`src/rtl/ucode_pkg.sv`:
```
// Shared definitions for the constant-pool index sequencer: state encoding,
// word geometry and the bound-check helper used when UCODE_CPIDX_BNDCHK_EN is set.
package ucode_pkg;

    typedef enum logic [1:0] {
        ST_IDLE = 2'd0,
        ST_REQ0 = 2'd1,
        ST_REQ1 = 2'd2,
        ST_DONE = 2'd3
    } cp_state_e;

    localparam int unsigned CP_WORD_SHIFT = 2;
    localparam logic [31:0] CP_WORD_BYTES = 32'd4;

    // Last entry touched must lie below the pool length; 17 bits so index+1 cannot wrap.
    function automatic logic cp_oob_check(input logic [15:0] index,
                                          input logic [15:0] len,
                                          input logic        wide);
        logic [16:0] last_entry;
        last_entry = {1'b0, index} + {16'd0, wide};
        return (last_entry >= {1'b0, len});
    endfunction

endpackage

```
`src/rtl/ucode_cp_addr_gen.sv`:
```
// Constant-pool address generator: word-0 and word-1 byte addresses of an entry,
// both wrapping modulo 2^32.
module ucode_cp_addr_gen
    import ucode_pkg::*;
(
    input  logic [31:0] i_base,
    input  logic [15:0] i_index,
    output logic [31:0] o_addr0,
    output logic [31:0] o_addr1
);

    logic [31:0] w_offset;

    assign w_offset = {16'd0, i_index} << CP_WORD_SHIFT;
    assign o_addr0  = i_base + w_offset;
    assign o_addr1  = o_addr0 + CP_WORD_BYTES;

endmodule

```
`src/rtl/ucode_cpidx_seq.sv`:
```
// Constant-pool fetch sequencer: one- or two-word entry reads through the data cache.
// Optional bound check against cp_len is compiled in with UCODE_CPIDX_BNDCHK_EN.
module ucode_cpidx_seq
    import ucode_pkg::*;
(
    input  logic        clk,
    input  logic        reset,
    input  logic [7:0]  index_byte1_e,
    input  logic [7:0]  index_byte2_e,
    input  logic        start_e,
    input  logic        wide_e,
    input  logic        iu_hold_e,
    input  logic [31:0] cp_base,
`ifdef UCODE_CPIDX_BNDCHK_EN
    input  logic [15:0] cp_len,
    output logic        cp_oob,
`endif
    output logic        dc_req,
    output logic [31:0] dc_addr,
    input  logic        dc_ack,
    input  logic [31:0] dc_data,
    output logic [31:0] cp_data0,
    output logic [31:0] cp_data1,
    output logic        cp_valid,
    output logic        busy
);

    cp_state_e   r_state;
    cp_state_e   w_next_state;
    logic [15:0] r_index;
    logic        r_wide;
    logic [31:0] r_base;
    logic [31:0] r_data0;
    logic [31:0] r_data1;
    logic [15:0] w_index_in;
    logic        w_accept;
    logic        w_oob_hit;
    logic        w_cap0;
    logic        w_cap1;
    logic [31:0] w_addr0;
    logic [31:0] w_addr1;

    assign w_index_in = {index_byte1_e, index_byte2_e};
    assign w_accept   = (r_state == ST_IDLE) && start_e && !iu_hold_e;

`ifdef UCODE_CPIDX_BNDCHK_EN
    logic r_oob;

    assign w_oob_hit = cp_oob_check(w_index_in, cp_len, wide_e);
    assign cp_oob    = r_oob;

    // Out-of-bounds flag: set or cleared by every accepted start.
    always_ff @(posedge clk or posedge reset) begin
        if (reset) begin
            r_oob <= 1'b0;
        end else if (w_accept) begin
            r_oob <= w_oob_hit;
        end
    end
`else
    assign w_oob_hit = 1'b0;
`endif

    ucode_cp_addr_gen u_addr_gen (
        .i_base  (r_base),
        .i_index (r_index),
        .o_addr0 (w_addr0),
        .o_addr1 (w_addr1)
    );

    // State register.
    always_ff @(posedge clk or posedge reset) begin
        if (reset) begin
            r_state <= ST_IDLE;
        end else begin
            r_state <= w_next_state;
        end
    end

    // Next-state decode and capture strobes; acks count only while requesting.
    always_comb begin
        w_next_state = r_state;
        w_cap0       = 1'b0;
        w_cap1       = 1'b0;
        case (r_state)
            ST_IDLE: begin
                if (w_accept) begin
                    w_next_state = w_oob_hit ? ST_DONE : ST_REQ0;
                end else begin
                    w_next_state = ST_IDLE;
                end
            end
            ST_REQ0: begin
                if (dc_ack) begin
                    w_cap0       = 1'b1;
                    w_next_state = r_wide ? ST_REQ1 : ST_DONE;
                end else begin
                    w_next_state = ST_REQ0;
                end
            end
            ST_REQ1: begin
                if (dc_ack) begin
                    w_cap1       = 1'b1;
                    w_next_state = ST_DONE;
                end else begin
                    w_next_state = ST_REQ1;
                end
            end
            ST_DONE: begin
                if (!iu_hold_e) begin
                    w_next_state = ST_IDLE;
                end else begin
                    w_next_state = ST_DONE;
                end
            end
            default: begin
                w_next_state = ST_IDLE;
            end
        endcase
    end

    // Request latches and entry data; a rejected (out-of-bounds) entry reads as zero.
    always_ff @(posedge clk or posedge reset) begin
        if (reset) begin
            r_index <= 16'd0;
            r_wide  <= 1'b0;
            r_base  <= 32'd0;
            r_data0 <= 32'd0;
            r_data1 <= 32'd0;
        end else if (w_accept) begin
            r_index <= w_index_in;
            r_wide  <= wide_e;
            r_base  <= cp_base;
            if (w_oob_hit) begin
                r_data0 <= 32'd0;
                r_data1 <= 32'd0;
            end else if (!wide_e) begin
                r_data1 <= 32'd0;
            end
        end else if (w_cap0) begin
            r_data0 <= dc_data;
        end else if (w_cap1) begin
            r_data1 <= dc_data;
        end
    end

    // Outputs decode purely from registered state and latched request fields.
    always_comb begin
        dc_req   = 1'b0;
        dc_addr  = 32'd0;
        cp_valid = 1'b0;
        busy     = 1'b1;
        case (r_state)
            ST_IDLE: begin
                busy = 1'b0;
            end
            ST_REQ0: begin
                dc_req  = 1'b1;
                dc_addr = w_addr0;
            end
            ST_REQ1: begin
                dc_req  = 1'b1;
                dc_addr = w_addr1;
            end
            ST_DONE: begin
                cp_valid = 1'b1;
            end
            default: begin
                busy = 1'b0;
            end
        endcase
    end

    assign cp_data0 = r_data0;
    assign cp_data1 = r_data1;

endmodule

```
`config.mk`:
```
export PLATFORM = sky130hd
export DESIGN_NAME = ucode_cpidx_seq
export DESIGN_NICKNAME = d
export VERILOG_FILES = /design/src/rtl/ucode_pkg.sv /design/src/rtl/ucode_cp_addr_gen.sv /design/src/rtl/ucode_cpidx_seq.sv
export SDC_FILE = /design/constraint.sdc
export NUM_CORES = 1
export LEC_CHECK = 0
export BUFFER_PORTS_ARGS = -buffer_cell sky130_fd_sc_hd__buf_2
export CELL_PAD_IN_SITES_DETAIL_PLACEMENT = 1
export CELL_PAD_IN_SITES_GLOBAL_PLACEMENT = 2
export CORE_UTILIZATION = 30
export DETAILED_ROUTE_END_ITERATION = 8
export HOLD_SLACK_MARGIN = 0.08
export PLACE_DENSITY = 0.78
export RECOVER_POWER = 25
export REMOVE_ABC_BUFFERS = 1
export SLEW_MARGIN = 25
export SYNTH_ARGS = -nofsm -noshare
export SYNTH_HDL_FRONTEND = slang
export SYNTH_SLANG_ARGS = --single-unit
```
`constraint.sdc`:
```
create_clock -name clk -period 4 [get_ports clk]
set_input_delay 0.8 -clock clk [delete_from_list [all_inputs] [get_ports clk]]
set_output_delay 0.8 -clock clk [all_outputs]
set_load 0.03 [all_outputs]
```
## After elaboration in Yosys (flattened, before gate mapping)

Cells that the tools add are included.

| word-level totals | value |
|---|---|
| register bits | 115 |
| input bits | 86 |
| output and inout bits | 99 |
| word-level logic and storage cells | 39 |

| cells by class | value |
|---|---|
| add/sub/neg operators | 2 |
| eq/ne operators | 5 |
| mux-type cells | 17 |
| bitwise gates (word level) | 1 |
| reduce and logical (&&, ||, !) cells | 8 |

Operators by type and width:

| cell | count |
|---|---|
| $mux W32 | 4 |
| $pmux W32 S2 | 1 |
| $add A32 B18 Y32 | 1 |
| $add A32 B3 Y32 const B | 1 |
| $mux W1 | 9 |
| $pmux W2 S4 | 1 |
| $eq A2 B2 Y1 const B | 2 |
| $mux W2 | 2 |
| $ne A2 B2 Y1 const B | 2 |
| $reduce_and A3 Y1 | 1 |
| $eq A2 B1 Y1 const B | 1 |
| $logic_and A1 B1 Y1 | 2 |
| $logic_not A2 Y1 | 1 |
| $reduce_and A2 Y1 | 1 |
| $reduce_bool A2 Y1 | 1 |
| $reduce_or A2 Y1 | 1 |
| $logic_not A1 Y1 | 1 |
| $not A1 Y1 | 1 |

## Depth between registers and ports, before layout

Gate-level depths: netlist of the first run.

| logic depth | value |
|---|---|
| word-level depth | 5 |
| mapped depth | 12 |
| gate-level depth less buffers | 11 |

## By module

From an unflattened synthesis of the first run, not the netlist that was laid out.

| second synthesis, totals | value |
|---|---|
| cell total of the unflattened synthesis | 634 |
| area total of the unflattened synthesis | 7153.1 um^2 |

Modules (own cells, without submodules):

| module | times used | cells each | area an instance (um^2) | seq. area each (um^2) |
|---|---|---|---|---|
| ucode_cpidx_seq | 1 | 337 | 4916.0 | 2877.8 |
| ucode_cp_addr_gen | 1 | 297 | 2237.1 | 0.0 |

## Worst setup path before layout of the first run

Ideal clock, no wire load.

| timing | value |
|---|---|
| kind | register -> output |
| start point | register r_index[0] |
| end point | output dc_addr[24] |
| arrival time | 3.873 ns |
| data required time | 3.200 ns |
| setup slack | -0.673 ns |
| cell stages (with the launch flop) | 12 |
| path buffers | 0 |
| path through | dfrtp_1 ha_1 fa_1 a21o_2 a221oi_4 xnor2_1 o21ai_2 nor4b_4 nand3_2 or4b_1 or3_1 a31oi_1 |

| on the way | value |
|---|---|
| word-level cells in the longest chain between the ends | 3 |

Ends and longest elaborated chain:

| item | RTL line | source |
|---|---|---|
| start: declaration | ucode_cpidx_seq.sv:30 | `logic [15:0] r_index;` |
| start signal: assignment | ucode_cpidx_seq.sv:131 | `r_index <= w_index_in;` |
| $add A32 B18 Y32 (*) | ucode_cp_addr_gen.sv:15 | `assign o_addr0 = i_base + w_offset;` |
| $add A32 B3 Y32 | ucode_cp_addr_gen.sv:16 | `assign o_addr1 = o_addr0 + CP_WORD_BYTES;` |
| $pmux W32 S2 (*) | ucode_cpidx_seq.sv:153 | `case (r_state)` |
| end: declaration | ucode_cpidx_seq.sv:19 | `output logic [31:0] dc_addr,` |

Every way passes the cells marked *; elsewhere a longest branch is shown, timed or not.

## Worst setup path in the final report of the first run

| timing | value |
|---|---|
| start point | register r_index[0] |
| end point | output dc_addr[29] |

The elaborated chain is that of the path after synthesis.

==> metrics, run 1 <==
Psw 0.00318 W; Hold Worst Slack between 0.4 and 0.5 ns; r2r setup slk 1.48 ns; Leakage ~4.8 nW; DR pass1 iterations 8; Hold Path Class reg -> reg; Yosys cell types 75; Nets ~1100; Initial DRC Count 150; Die Y-Extent approximately 150 um; Clock transition at path regs about 0.06 ns; starting density of the core between 30% and 40%; Vias per Instance around 5; CP endpoint dc_addr[29]; core footprint around 22000 um^2; Period Utilization, post-route 118%; final setup TNS -10.31 ns; Final ANT Viol Nets 0; Pwr Density about 750 nW/um^2; CTS tree built; Seq pwr share 22.4%; commonest cells after routing, fill and taps aside 160 x buf_2, 156 x buf_4, 115 x dfrtp_1, 82 x mux2_2; top flip-flop cell by instance count after synthesis dfrtp_1; Synth async-reset ratio 100%; Row Count 54; pin count of the biggest net entering global routing just over 60; DP HPWL between 15000 and 20000 um; sw frac 41.5%; Die X 152 um; final hold violations 0; Worst Path Arrival ~3.9 ns; failing checks capacitance limit, slew limit, setup timing; critical path class reg -> out; VDD IR max 0.000313 V; Bufs on Longest Clock Path 2; delay-heaviest family, CP compound AO/OA/AOI/OAI gates; max_cap viols 1; I/O pin cnt ~190; post-route setup slack -0.724 ns; Post-synth EDFFs 0; Root Driver clkbuf_16; global-route wire length before repair about 35000 um; Max Freq about 210 MHz; DRC violations left 0; Area Overhead vs Synth 49.7%; Total Routing Usage GR between 10% and 20%; outcome finished, violations left; #FFs+latches synth roughly 120; Critical path buffers and inverters 5; relative slew slack -70.2%; Comb pwr share 57.7%; unrepaired setup endpoints after global routing yes; hold_buf cts 0; crit start category register; global route overflow 0; Total Routed Length roughly 22000 um; clk_skew ~0.0081 ns; Max Slew Vio Count 57; Port Buffers approximately 180; Worst path max stage delay between 0.3 and 0.4 ns; Cell Area, Synth roughly 6800 um^2; commonest non-fill, non-tap cell in the layout buf_2; # setup viols final 23; worst-path cell chain ha_2, fa_2, a21o_4, a221oi_4, buf_6, o221ai_4, o21ai_2, xnor2_2, nand4_1, buf_4, or3_4, buf_4, buf_4, o2111ai_1, nand3_2, buf_6; Final min period approximately 4.7 ns; vias in the first global route around 6700; clk sinks roughly 120; GPL Wtd Cong 0.798; Routed wire per std cell between 15 and 20 um; share of cells above drive strength 1 a little over half; Critical path origin r_index[0]; antenna violations before repair 4; cell count after synthesis 638; Int Power ~0.0045 W; sequential share of the synthesized area a little over two fifths; critical path depth in cells 16; Critical Path End Type output port; Slew @ Worst Pin between 2 and 3 ns; later-pin clock latency in the skew report 0.41 ns; Num CTS Buffers 17; Worst R2R Start r_state[0]; CP Data Required Time 3.20 ns; worst-path maximum fanout 4; RR Endpoint cp_data0[3]; yosys warns 0; Crit-path slowest cell or3_4; Clock Power Share about a fifth; cell mode on critical path buf_4; vias 6332; Avg Inst Size Synth around 11 um^2; Reg2Reg Depth 7; total die area about 23000 um^2; CTS HTree Levels 4
-- per-stage QoR --
stage | cells | power, W | setup WS [ns] | cell area, um^2 | utilization, %
floorplan | 603 | 0.00398 | -0.776 | 6640 | -
global placement | 1192 | 0.00548 | -0.481 | 8860 | 40.2
detailed placement | 1192 | 0.00555 | -0.610 | 8860 | 40.2
CTS | 1241 | 0.00746 | -0.789 | 9920 | 45.0
global route | 1249 | 0.00813 | -0.964 | 10200 | 46.1
finish | 1253 | 0.00766 | -0.724 | 10200 | 46.2
-- layout make-up --
cell class | instances | area [um^2]
flip-flops and latches | 115 | 2880
multi-input cells | 472 | 4090
inverters | 16 | 61.3
diodes | 4 | 10.0
repair buffers | 334 | 2180
well taps | 280 | 350
clock inverters | 13 | 151
clock buffers | 19 | 443
fillers | 2468 | 11900
-- registers in the layout, indices dropped and copies added (netlist names) --
signal    flops
r_index      16
r_base       32
cp_data0     32
r_wide        1
cp_data1     32
r_state       2
-- cells in the mapped netlist, types with 4 or more instances --
cell type	count	area, um^2
dfrtp_1	115	2880
xor2_1	10	87.6
o211ai_1	6	45.0
or3_1	7	43.8
a211oi_1	4	30.0
clkbuf_1	22	82.6
a31oi_1	7	43.8
o21a_1	7	52.6
nand3_1	26	130
nand2_1	36	135
o31a_1	4	35.0
and4_1	4	35.0
nor3_1	9	45.0
ha_1	22	275
and2_1	5	31.3
nor2_1	37	139
buf_2	7	35.0
nand4_1	14	87.6
xnor2_1	20	175
a22o_1	32	280
and3_1	12	75.1
o21ai_1	6	30.0
a21oi_1	20	100
nor4_1	7	43.8
mux2_2	82	923
a22oi_1	12	90.1
inv_1	16	60.1
a21o_1	9	67.6
o21ai_0	15	75.1
-- what timing repair did --
action                                  CTS  global route
pin swaps                                37            23
gates cloned                              0             0
endpoints found under the setup margin   23            25
gates resized for setup                  83            36
setup buffers                            20             9
-- cells by family (layout without fill, tap and decap cells) --
family	after synthesis	after routing	share of synthesized area, %
AOI/OAI and AO/OA	154	154	17.6
xor gates and xnor gates	33	33	4.59
adders and majority gates	23	23	4.35
buffers and inverters	51	382	3.17
DFF	115	115	42.4
muxes	84	84	13.9
other	0	4	0
and+or+nand+nor	178	178	14.0
-- power groups by stage --
stage          registers, W  clock network, W  logic, W
2_1_floorplan       0.00207                 0   0.00191
3_3_place_gp        0.00171                 0   0.00377
3_5_place_dp        0.00172                 0   0.00383
4_1_cts             0.00172           0.00156   0.00418
5_1_grt             0.00177           0.00161   0.00475
6_report            0.00172           0.00152   0.00442
-- routing by layer --
layer  share of wire, %  wire, um  track usage (%)  vias to the layer above
li1                   -         -                -                     3039
met1                 43      9260             22.0                     3107
met2                 50     10800             32.1                      160
met3                5.7      1240             5.69                       24
met4                1.2       264             4.91                        2
met5              0.046        10                0                        -
-- worst register-to-register path: cells and delay by family, from the launching register on --
kind	cells	cell delay, ns
adder cells (fa/ha/maj)	1	0.23
flip-flops	1	0.38
AND/OR/NAND/NOR	2	0.36
multiplexers	1	0.42
buffers and inverters	3	1.03
-- worst min path at each step --
stage / startpoint / endpoint / slack [ns] / cells after the start
after floorplan: r_base[0] / r_base[0] / 0.48 / 1
after global placement: cp_data1[4] / cp_data1[4] / 0.48 / 1
after detailed placement: cp_data1[17] / cp_data1[17] / 0.48 / 1
after CTS: cp_data1[9] / cp_data1[9] / 0.50 / 1
after global routing: cp_data1[6] / cp_data1[6] / 0.51 / 1
final: cp_data1[9] / cp_data1[9] / 0.49 / 1
(Power assumes the default switching activity.)
==> run 2, diff against run 1 <==
Settings changed: ABC_AREA set to 1, CORE_UTILIZATION 30 to 26, PLACE_DENSITY 0.78 to 0.77.
==> run 2 against run 1 <==
- the run ends with capacitance limit, slew limit left
- routed wire length grew 24%
- clock power is essentially flat
- sequential cell count unchanged
- via count grew 23%
- worst hold slack worse by 0.013 ns
- synthesized area grew 12%
- global-route usage down 0.18 points
- die area grew 29%
- critical path type unchanged
- highest routed layer unchanged
==> metrics, run 2 <==
outcome finished, violations left; failing checks capacitance limit, slew limit; vias in the first global route 8249 (+23%); Slew @ Worst Pin 2.70 ns (+0.156 ns); hold path depth 2 (+1); Cell Area, Synth 7630 um^2 (+12%); Int Power 0.00329 W (-27%); Worst R2R Start r_state[0]; Post-synth EDFFs 0 (unchanged); met2 Use GR 29.9% (-2.2 points); total die area 30000 um^2 (+29%); M1 GR Usage 23.5% (+1.5 points); r2r setup slk 1.32 ns (-0.16 ns); GR Util met3 5.50% (-0.18 points); final hold violations 0 (unchanged); Post-Route Utilization 35.7% (-10 points); Comb pwr share 48.8% (-8.9 points); Leakage 5.34 nW (+12%); CTS HTree Levels 4 (unchanged); Max Slew Vio Count 61 (+7.0%); Port Buffers 184 (unchanged); Fillers 3653 (+48%); I/O pin cnt 185 (unchanged); delay-heaviest family, CP simple AND/OR/NAND/NOR gates; DP HPWL 20700 um (+32%); critical path class reg -> out; VDD IR max 0.000272 V (-13%); # setup viols final 0 (-100%); Worst Hold End r_wide; unrepaired setup endpoints after global routing yes; Clock Power Share 24.5% (+4.7 points); Die Y-Extent 173 um (+14%); Die X 173 um (+14%); #FFs+latches synth 115 (unchanged); RR Endpoint cp_data1[8]; commonest cells after routing, fill and taps aside 408 x nand2_1, 170 x buf_2, 142 x inv_1, 115 x dfrtp_1, 94 x o21ai_0; Worst Path Arrival 3.16 ns (-0.76 ns); Synth async-reset ratio 100% (unchanged); pin count of the biggest net entering global routing 61 (unchanged); Critical path buffers and inverters 2 (-3); Routed wire per std cell 15.5 um (-10%); Total Routing Usage GR 18.3% (-0.18 points); Pwr Density 615 nW/um^2 (-18%); Post-synth top cells 423 x nand2_1, 146 x inv_1, 115 x dfrtp_1; Seq pwr share 26.8% (+4.4 points); Critical Path End Type output port; clk sinks 115 (unchanged); global route overflow 0 (unchanged); global-route wire length before repair 43700 um (+26%); leading area contributor after synthesis dfrtp_1; top flip-flop cell by instance count after synthesis dfrtp_1; sw frac 48.0% (+6.4 points); total power 0.00632 W (-17%); post-synth top area share 37.7% (-4.7 points); Nets 1438 (+35%); commonest non-fill, non-tap cell in the layout nand2_1; Bufs on Longest Clock Path 2 (unchanged); starting density of the core 26.5% (-4.3 points); Yosys cell types 40 (-47%); GR peak layer met2; Total Routed Length 26700 um (+24%); Hold Crit Start r_wide; yosys warns 0 (unchanged); CTS tree built; DR pass1 iterations 4 (-4); Initial DRC Count 331 (+120%); later-pin clock latency in the skew report 0.43 ns (+0.02 ns); Synth area leaders dfrtp_1 38%, nand2_1 21%, inv_1 7.2%, o21ai_0 6.5%, nand3_1 4.1%; Row Count 62 (+15%); Psw 0.00303 W (-4.6%); Final ANT Viol Nets 0 (unchanged); Reg2Reg Depth 9 (+2); Hold Path Class reg -> reg; CP Data Required Time 3.20 ns (about the same); sequential share of the synthesized area 37.7% (-4.7 points); vias 7786 (+23%); antenna violations before repair 3 (-1); clk_skew 0.0207 ns (+0.0126 ns); Avg Inst Size Synth 6.84 um^2 (-36%); GPL Wtd Cong 0.842 (+5.6%); Vias per Instance 4.51 (-11%); worst-path maximum fanout 3 (-1); Max Freq 253 MHz (+19%); leading cell type by number of instances after synthesis nand2_1; share of cells above drive strength 1 31.6% (-22 points); max_cap viols 1 (unchanged); crit start category register; post-route setup slack 0.0428 ns (+0.767 ns); Crit-path slowest cell fa_2; core footprint 28800 um^2 (+31%); Final min period 3.96 ns (-0.767 ns); relative slew slack -80.7% (-10 points); DRC violations left 0 (unchanged); hold_buf cts 0 (unchanged); Period Utilization, post-route 98.9% (-19 points); Area Overhead vs Synth 34.8%; cell count after synthesis 1116 (+75%); Num CTS Buffers 17 (unchanged); Root Driver clkbuf_16; Worst path max stage delay 0.58 ns (+0.19 ns); worst-path cell chain ha_4, fa_2, nand2_2, nor2_4, nand3_1, nor2_1, nand4_1, nor2_1, nand4_1, nor2_2, buf_4, nand3_1, nand3_1, a21oi_2, buf_6; Clock transition at path regs 0.07 ns (about the same); pre-CTS WS 0.183 ns (+0.794 ns); cell mode on critical path nand3_1
-- run 2: changes by cell type after synthesis, sizes merged, moves of 29 or more --
cell / before / now
mux2: 82 / 0
inv: 16 / 166
nand3: 27 / 75
nor2: 37 / 66
a22o: 32 / 0
nand2: 37 / 463
o21ai: 24 / 101
-- run 2: worst register-to-register path, stage by stage (launching register included) --
cell and delay [ns]:
dfrtp_1 0.40, inv_1 0.12, ha_1 0.18, nand2_1 0.08, nor2_4 0.41, buf_4 0.49, nand2_1 0.23, o21ai_4 0.39
nand2_1 0.15, o21ai_0 0.14
-- run 2: power groups by stage --
stage	combinational, W	clock, W	sequential, W
2_1_floorplan	0.00161	0	0.00201
3_3_place_gp	0.00275	0	0.00166
3_5_place_dp	0.00279	0	0.00168
4_1_cts	0.00288	0.00159	0.00167
5_1_grt	0.00343	0.00165	0.00174
6_report	0.00308	0.00155	0.00169
-- run 2: metrics by stage --
| stage | cell area (um^2) | instances | hold slack [ns] | setup TNS, ns |
|---|---|---|---|---|
| finish | 10300 | 1728 | 0.478 | 0 |
| global route | 10300 | 1726 | 0.506 | -1.42 |
| global placement | 9050 | 1665 | 0.459 | 0 |
| CTS | 9890 | 1712 | 0.480 | -0.163 |
| floorplan | 7510 | 1086 | 0.442 | -71.35 |
| detailed placement | 9050 | 1665 | 0.459 | 0 |
-- run 2: per-layer routing --
metal  wire length (um)  up-vias
li1                   -     3924
met1              12500     3676
met2              12300      161
met3               1510       23
met4                320        2
met5                 13        -
-- run 2: layout make-up --
| class | instances | area [um^2] | share of cell area (%) |
|---|---|---|---|
| well taps | 384 | 480 | 4.67 |
| diodes | 2 | 5.00 | 0.0487 |
| inverters | 167 | 633 | 6.15 |
| repair buffers | 224 | 1300 | 12.6 |
| flip-flops and latches | 115 | 2880 | 28.0 |
| clock buffers | 17 | 425 | 4.14 |
| clock inverters | 15 | 181 | 1.76 |
| multi-input cells | 804 | 4380 | 42.6 |
-- run 2: how the worst max path moves through the flow --
stage | start | end | depth (start not counted)
2_1_floorplan | start_e | cp_data0[0] | 5
3_3_place_gp | r_index[0] | dc_addr[31] | 18
3_5_place_dp | r_index[0] | dc_addr[31] | 16
4_1_cts | r_base[2] | dc_addr[30] | 18
5_1_grt | r_base[2] | dc_addr[31] | 15
6_report | r_base[2] | dc_addr[31] | 15
-- run 2: cells by family after synthesis --
group                      count (synthesis)  share of synthesized area [%]
and+or+nand+nor                          636                           38.3
buffers and inverters                    197                           9.80
AOI/OAI and AO/OA                        144                           10.2
DFF                                      115                           37.7
adders and majority gates                 23                           3.87
xor gates and xnor gates                   1                          0.115
-- run 2: repair_timing --
item / 4_1_cts / 5_1_grt
buffers inserted: 15 / 14
gates resized for setup: 35 / 81
pin swaps: 18 / 28
cloned: 0 / 0
endpoints found under the setup margin: 17 / 19
